File: config.mk
export PLATFORM = sky130hd
export DESIGN_NAME = sync_fifo_prog
export DESIGN_NICKNAME = d
export VERILOG_FILES = /design/src/rtl/sync_fifo_prog.sv
export SDC_FILE = /design/constraint.sdc
export NUM_CORES = 1
export LEC_CHECK = 0
export BUFFER_PORTS_ARGS = -buffer_cell sky130_fd_sc_hd__buf_2
export CORE_ASPECT_RATIO = 1.4
export CORE_MARGIN = 1
export CORE_UTILIZATION = 40
export CTS_BUF_LIST = sky130_fd_sc_hd__clkbuf_4
export DETAILED_ROUTE_END_ITERATION = 16
export PLACE_DENSITY = 0.66
export SKIP_LAST_GASP = 1
export SLEW_MARGIN = 15
export SYNTH_ARGS = -nofsm -noshare
export SYNTH_HDL_FRONTEND = slang
export SYNTH_SLANG_ARGS = --single-unit
File: constraint.sdc
create_clock -name clk -period 3.01 [get_ports clk]
set_input_delay 0 -clock clk [delete_from_list [all_inputs] [get_ports clk]]
set_output_delay 0 -clock clk [all_outputs]
set_load 0.05 [all_outputs]
File: src/rtl/sync_fifo_prog.sv
// Single-clock FIFO with programmable watermarks, occupancy count and sticky error flags.
// Define FIFO_FWFT_EN for first-word-fall-through reads; otherwise data_out is registered.
module sync_fifo_prog #(
   parameter int unsigned WIDTH = 16,
   parameter int unsigned DEPTH = 8,
   localparam int unsigned CW = $clog2(DEPTH) + 1
) (
   input  logic             clk,
   input  logic             rst_n,
   input  logic             wr_en,
   input  logic [WIDTH-1:0] data_in,
   input  logic             rd_en,
   input  logic [CW-1:0]    af_thresh,
   input  logic [CW-1:0]    ae_thresh,
   input  logic             err_clr,
   output logic [WIDTH-1:0] data_out,
   output logic             rd_valid,
   output logic             wr_ack,
   output logic             full,
   output logic             empty,
   output logic             almost_full,
   output logic             almost_empty,
   output logic [CW-1:0]    count,
   output logic             overflow,
   output logic             underflow,
   output logic             ovf_sticky,
   output logic             unf_sticky
);

   localparam int unsigned AW = $clog2(DEPTH);

   logic [WIDTH-1:0] mem [DEPTH];
   logic [AW-1:0]    wr_ptr_q, rd_ptr_q;
   logic [CW-1:0]    count_q;
   logic             ovf_q, unf_q;
   logic             rd_accept, wr_accept;

   assign full      = (count_q == CW'(DEPTH));
   assign empty     = (count_q == '0);
   assign rd_accept = rd_en && !empty;
   // A read in the same cycle frees the slot, so a write at full is still taken.
   assign wr_accept = wr_en && (!full || rd_accept);

   assign wr_ack       = wr_accept;
   assign overflow     = wr_en && !wr_accept;
   assign underflow    = rd_en && empty;
   assign almost_full  = (count_q >= af_thresh);
   assign almost_empty = (count_q <= ae_thresh);
   assign count        = count_q;
   assign ovf_sticky   = ovf_q;
   assign unf_sticky   = unf_q;

   // Storage is deliberately left unreset.
   always_ff @(posedge clk) begin
      if (wr_accept) mem[wr_ptr_q] <= data_in;
   end

   always_ff @(posedge clk or negedge rst_n) begin
      if (!rst_n) begin
         wr_ptr_q <= '0;
         rd_ptr_q <= '0;
         count_q  <= '0;
         ovf_q    <= 1'b0;
         unf_q    <= 1'b0;
      end else begin
         if (wr_accept) wr_ptr_q <= wr_ptr_q + AW'(1);
         if (rd_accept) rd_ptr_q <= rd_ptr_q + AW'(1);
         if (wr_accept && !rd_accept) begin
            count_q <= count_q + CW'(1);
         end else if (rd_accept && !wr_accept) begin
            count_q <= count_q - CW'(1);
         end
         if (overflow) begin
            ovf_q <= 1'b1;
         end else if (err_clr) begin
            ovf_q <= 1'b0;
         end
         if (underflow) begin
            unf_q <= 1'b1;
         end else if (err_clr) begin
            unf_q <= 1'b0;
         end
      end
   end

`ifdef FIFO_FWFT_EN
   assign data_out = empty ? '0 : mem[rd_ptr_q];
   assign rd_valid = !empty;
`else
   logic [WIDTH-1:0] data_q;
   logic             rd_valid_q;

   always_ff @(posedge clk or negedge rst_n) begin
      if (!rst_n) begin
         data_q     <= '0;
         rd_valid_q <= 1'b0;
      end else begin
         rd_valid_q <= rd_accept;
         if (rd_accept) data_q <= mem[rd_ptr_q];
      end
   end

   assign data_out = data_q;
   assign rd_valid = rd_valid_q;
`endif

endmodule

==> out/metrics.csv, run 1 <==
stage,metric,value,unit
run_status,outcome,"complete, no violations",
yosys,synth_most_common_cell,edfxtp_1,
detailed_routing,routed_wl,12400,um
detailed_routing,via_per_inst,5.16,
clock_network,cts-hold-fix-buffers,21,
die,die-width,109,um
timing,period_share,0.941,
cells_and_area,syn_to_final_growth,17.5,%
global_route,grt_pass1_wl,19400,um
yosys,synth_edf_count,128,
die,core,15600,sq um
die,die_area,16600,sq um
yosys,synthCells,389,
detailed_routing,wl_per_cell,17.9,um
cells_and_area,fin_area,7540,sq um
clock_network,cts_tree,built,
worst_setup_path,worstPathArrival,3.23,ns
yosys,ys_top_cells_by_count,"edfxtp_1, mux2i_1, dfrtp_1, nand2_1, mux2_2",
place,port_buffers,58,
timing,min_period,2.83,ns
yosys,synth_cell_types,37,
die,io_pins,59,
timing,rsz0062_at_grt,no,
timing,setup_viol,0,
timing,slew_violations,0,
timing,worst_pin_slew,0.932,ns
yosys,ys_async_sr_fraction,0.185,
timing,fmax,353,MHz
yosys,synth_top_area_share,0.599,
detailed_routing,drtIter0Drc,181,
yosys,ys_ff_latch,157,
clock_network,cts.htree.levels,4,
worst_setup_path,r2r_start,count[2]$_DFFE_PN0P_,
worst_setup_path,worst_setup_path_end_kind,flip-flop,
worst_setup_path,cp_max_fo,7,
cells_and_area,layout-drive-gt1-share,0.276,
power,finalPower,0.00747,W
die,num_rows,54,
yosys,syn_avg_cell_area,16.5,sq um
clock_network,cts.sinks,157,
clock_network,cts_resized,0,
power,power.density,990,nW/um^2
timing,maxSlewHeadroom,0.378,
detailed_routing,dr.pass1.iters,4,
place,dp_hpwl,7590,um
worst_setup_path,cp_data_required_time,3.41,ns
worst_hold_path,hold_class,primary input to asynchronous set/reset pin,
worst_setup_path,reg2reg_slack,0.18,ns
clock_network,cts_setup_buffers,0,
flow_run,max-cap-violations,0,
clock_network,worstSkewPairLatency,0.52,ns
global_route,grt_use_total,0.159,
die,initial_core_util,0.411,
place,placed_cell_area,6960,sq um
detailed_routing,drc,0,
yosys,synth_area_leaders,"edfxtp_1, dfrtp_1, mux2i_1, mux2_2, ha_1",
power,vdd_drop_max,0.544,mV
clock_network,path_clk_slew,0.12,ns
global_route,grt_pass1_vias,3683,
global_route,grt_antenna_before_repair,1,
global_route,grt-ovfl-total,0,
yosys,synthesis.area,6420,sq um
clock_network,cts.path.max_buffers,2,
place,gp_congestion,0.736,
global_route,grt_max_degree,57,
clock_network,cts_root_buf,clkbuf_4,
timing,fin_skew,0.0185,ns
cells_and_area,fin_util,0.483,
yosys,synthFlopType,edfxtp_1,
worst_setup_path,path_class,flip-flop to flip-flop,
yosys,yosys.area.top_type,edfxtp_1,
worst_setup_path,rr_endpoint,count[3]$_DFFE_PN0P_,
cells_and_area,nNetsFinal,526,
worst_setup_path,cp-start-kind,flip-flop,
detailed_routing,vias,3578,
yosys,synth_nets,432,
timing,hold_violations,0,
yosys,yosysWarnings,0,
detailed_routing,ant_nets,0,
clock_network,cts_buffers,17,
worst_setup_path,ff2ff_path_depth,10,
yosys,yosysSeqAreaShare,0.712,
power,leakage,2.90,nW
die,dieHeight,152,um
## through the flow
stage	setup slack, ns	instances	hold slack, ns	TNS, ns
after floorplan	-0.156	389	-0.296	-0.330
after global placement	0.343	639	0.112	0
after detailed placement	0.240	639	0.131	0
after CTS	0.210	692	0.0211	0
after global routing	0.0367	693	0.0769	0
final	0.179	693	0.0791	0
## final cells by class
| cell class | instances | area [sq um] |
|---|---|---|
| clock buffers | 18 | 135 |
| multi-input cells | 202 | 1690 |
| diodes | 1 | 2.50 |
| fillers | 1327 | 8060 |
| well taps | 196 | 245 |
| clock inverters | 14 | 236 |
| inverters | 12 | 45.0 |
| flip-flops and latches | 157 | 4580 |
| repair buffers | 93 | 618 |
## cells by family (layout without fill, tap and decap cells)
logic type	after synthesis	count (layout)	share of synthesized area
buffers and inverters	30	137	0.0312
XOR/XNOR	6	6	0.00819
AND/OR/NAND/NOR	53	53	0.0411
multiplexers	67	67	0.111
flip-flops	157	157	0.712
adder cells (fa/ha/maj)	14	14	0.0285
other	0	1	0
AO/OA/AOI/OAI	62	62	0.0680
## worst max-delay path: stages (launching register included)
cell,delay (ns)
dfrtp_2,0.51
nor4b_4,0.32
nand2_1,0.09
nand2_1,0.23
inv_2,0.12
ha_1,0.26
inv_1,0.16
ha_1,0.26
a21o_1,0.18
a2111oi_0,0.43
o31ai_1,0.14
## per-layer routing
layer	vias to the layer above	wire, um	global-route usage
met1	1772	5070	0.193
met4	0	145	0.0637
met2	98	6470	0.267
met5	-	0	0
met3	10	722	0.0412
li1	1698	-	-
## state kept, by name (all words and copies together), names as in the netlist
signal,cells
rd_valid,1
wr_ptr_q,3
ovf_sticky,1
rd_ptr_q,3
count,4
data_out,16
mem,128
unf_sticky,1
## worst max path at each step
stage | start | to | slack (ns) | depth (start not counted)
final | count[2]$_DFFE_PN0P_ | count[3]$_DFFE_PN0P_ | 0.18 | 10
after global placement | count[2]$_DFFE_PN0P_ | count[3]$_DFFE_PN0P_ | 0.34 | 10
after detailed placement | count[2]$_DFFE_PN0P_ | count[3]$_DFFE_PN0P_ | 0.24 | 11
after CTS | count[2]$_DFFE_PN0P_ | count[3]$_DFFE_PN0P_ | 0.21 | 11
after floorplan | count[2]$_DFFE_PN0P_ | count[3]$_DFFE_PN0P_ | -0.16 | 10
after global routing | count[2]$_DFFE_PN0P_ | count[3]$_DFFE_PN0P_ | 0.04 | 10
## cell usage in the layout, fill, tap and decap left out, types with 16 or more instances in the layout
cell	instances
a221o_1	16
buf_2	58
clkbuf_4	18
dfrtp_1	24
dlygate4sd3_1	21
edfxtp_1	128
mux2_2	20
mux2i_1	33
nand2_1	29
o21ai_1	16
o22ai_1	16
## report_power, final
part / switching [W] / leakage, nW / internal (W) / total, W
logic: 0.00177 / 1.20 / 0.00102 / 0.00280
clock network: 0.000727 / 0.197 / 0.000842 / 0.00157
registers: 0.000300 / 1.51 / 0.00281 / 0.00311
No activity file was read; power rests on OpenSTA's default activity.
==> run 2, diff against run 1 <==
Settings changed: PLACE_DENSITY 0.66 to 0.63.
==> run 2 against run 1 <==
  * Sequential cell count did not move
  * Clock skew increased by 0.0029 ns
  * Non-clock buffer count is the same
  * Global-route usage decreased by 0.056 points
  * Maximum frequency grew 1.3%
  * Die area did not move
  * Clock power decreased by 12%
  * Largest cell class unchanged
==> out/metrics.csv, run 2 (same netlist as run 1, synthesis figures left out) <==
stage,metric,value,unit,change
place,placed_cell_area,6960,sq um,about the same
worst_setup_path,crit_path_top_delay_cell,dfrtp_2,,
clock_network,cts.sinks,157,,unchanged
timing,worst_pin_slew,0.832,ns,-0.101 ns
die,die_area,16600,sq um,unchanged
clock_network,worstSkewPairLatency,0.52,ns,about the same
global_route,grt_use_total,0.159,,-0.000559
cells_and_area,regMostFlops,mem,,
cells_and_area,syn_to_final_growth,16.9,%,
detailed_routing,drc,0,,unchanged
flow_run,max-cap-violations,0,,unchanged
detailed_routing,ant_nets,0,,unchanged
run_status,outcome,"complete, no violations",,
die,core,15600,sq um,unchanged
detailed_routing,dr.pass1.iters,5,,+1
cells_and_area,layout_commonest_cell,edfxtp_1,,
worst_setup_path,cp-start-kind,flip-flop,,
worst_setup_path,worstPathArrival,3.21,ns,-0.02 ns
power,vdd_drop_max,0.502,mV,-7.8%
detailed_routing,drtIter0Drc,171,,-5.5%
die,num_rows,54,,unchanged
cells_and_area,fin_util,0.481,,-0.00272
timing,setup_viol,0,,unchanged
cells_and_area,final_cells,693,,unchanged
clock_network,cts_tree,built,,
die,io_pins,59,,unchanged
die,initial_core_util,0.411,,unchanged
clock_network,cts.htree.levels,4,,unchanged
timing,hold_violations,0,,unchanged
worst_hold_path,hold_class,primary input to asynchronous set/reset pin,,
detailed_routing,wl_per_cell,17.8,um,-0.62%
clock_network,cts_buffers,17,,unchanged
die,dieHeight,152,um,unchanged
global_route,grt_pass1_wl,19100,um,-1.6%
detailed_routing,routed_wl,12300,um,-0.62%
worst_setup_path,path_buf_inv,2,,unchanged
worst_setup_path,path_class,flip-flop to flip-flop,,
place,dp_cells,639,,unchanged
worst_setup_path,cp.depth,10,,unchanged
global_route,grt_max_degree,36,,-37%
clock_network,cts.path.max_buffers,2,,unchanged
detailed_routing,wl_met3,499,um,-31%
timing,fin_skew,0.0213,ns,+0.00285 ns
detailed_routing,drt-met1-wl,5100,um,+0.69%
cells_and_area,mostFrequentLayoutCells,"edfxtp_1, buf_2, mux2i_1",,
die,die-width,109,um,unchanged
clock_network,path_clk_slew,0.14,ns,+0.02 ns
timing,maxSlewHeadroom,0.444,,+0.0664
worst_setup_path,path_delay_family,compound AO/OA/AOI/OAI gates,,
global_route,grt_antenna_before_repair,1,,unchanged
place,port_buffers,58,,unchanged
place,dp_hpwl,7470,um,-1.6%
clock_network,cts_setup_buffers,0,,unchanged
timing,min_period,2.80,ns,-0.0353 ns
cells_and_area,layout-drive-gt1-share,0.278,,+0.00202
global_route,grt-ovfl-total,0,,unchanged
power,power.density,975,nW/um^2,-1.6%
cells_and_area,fin_area,7500,sq um,-0.56%
detailed_routing,top_layer,met4,,
global_route,grt_pass1_vias,3587,,-2.6%
timing,fmax,358,MHz,+1.3%
detailed_routing,vias,3588,,+0.28%
timing,slew_violations,0,,unchanged
cells_and_area,largest_register_ff_count,128,,unchanged
clock_network,cts_root_buf,clkbuf_4,,
detailed_routing,via_per_inst,5.18,,+0.28%
cells_and_area,nNetsFinal,526,,unchanged
power,leakage,2.87,nW,-0.92%
place,gp_congestion,0.722,,-1.9%
timing,rsz0062_at_grt,no,,
worst_setup_path,ff2ff_path_depth,10,,unchanged
worst_setup_path,worst_setup_path_end_kind,flip-flop,,
timing,period_share,0.929,,-0.0117
worst_setup_path,slowest_delay,0.52,ns,about the same
worst_setup_path,cp_max_fo,7,,unchanged
detailed_routing,wl_met2,6600,um,+2.0%
worst_setup_path,cp_data_required_time,3.42,ns,about the same
worst_setup_path,path_cells,nor4b_4 > nand2_1 > nand2_1 > inv_2 > ha_1 > inv_1 > ha_1 > a21o_1 > a2111oi_1 > o31ai_1,,
[run 2: cell type report]
cell class              instances  area [sq um]
clock buffers                  17           128
well taps                     196           245
fillers                      1322          8110
multi-input cells             202          1690
inverters                      12          45.0
flip-flops and latches        157          4580
repair buffers                 93           618
diodes                          1          2.50
clock inverters                15           203
[run 2: stage by stage]
step	hold WS [ns]	total power [W]	setup TNS (ns)	worst slack, ns
3_3_place_gp	0.105	0.00591	0	0.352
2_1_floorplan	-0.296	0.00529	-0.330	-0.156
3_5_place_dp	0.113	0.00600	0	0.195
6_report	0.0632	0.00731	0	0.214
5_1_grt	0.0374	0.00773	0	0.0266
4_1_cts	0.0547	0.00740	0	0.189
[run 2: timing repair]
item | 4_1_cts | 5_1_grt
hold endpoints to repair | 160 | 0
hold buffers | 21 | 0
gates resized for setup | 0 | 1
setup endpoints to repair | 0 | 1
[run 2: report_power, final]
part / total, W / switching [W] / internal [W]
Clock: 0.00138 / 0.000775 / 0.000608
Combinational: 0.00280 / 0.00176 / 0.00104
Sequential: 0.00313 / 0.000324 / 0.00281
Total: 0.00731 / 0.00286 / 0.00445
[run 2: worst paths after layout]
check	startpoint	to	slack (ns)
worst max-delay path	count[2]$_DFFE_PN0P_	count[3]$_DFFE_PN0P_	0.21
worst min-delay path	rst_n	count[2]$_DFFE_PN0P_	0.06
worst max register to register	count[2]$_DFFE_PN0P_	count[3]$_DFFE_PN0P_	0.21
worst min register to register	data_out[1]$_DFFE_PN0P_	data_out[1]$_DFFE_PN0P_	0.50
max in group asynchronous	rst_n	rd_ptr_q[0]$_DFFE_PN0P_	2.42
min in group clk	data_in[15]	mem[4][15]$_DFFE_PP_	0.27
[run 2: per-layer routing]
layer  GRT usage  vias to the layer above
met5           0                        -
met4      0.0521                        0
met3      0.0416                        9
met2       0.286                       76
met1       0.177                     1810
li1            -                     1693
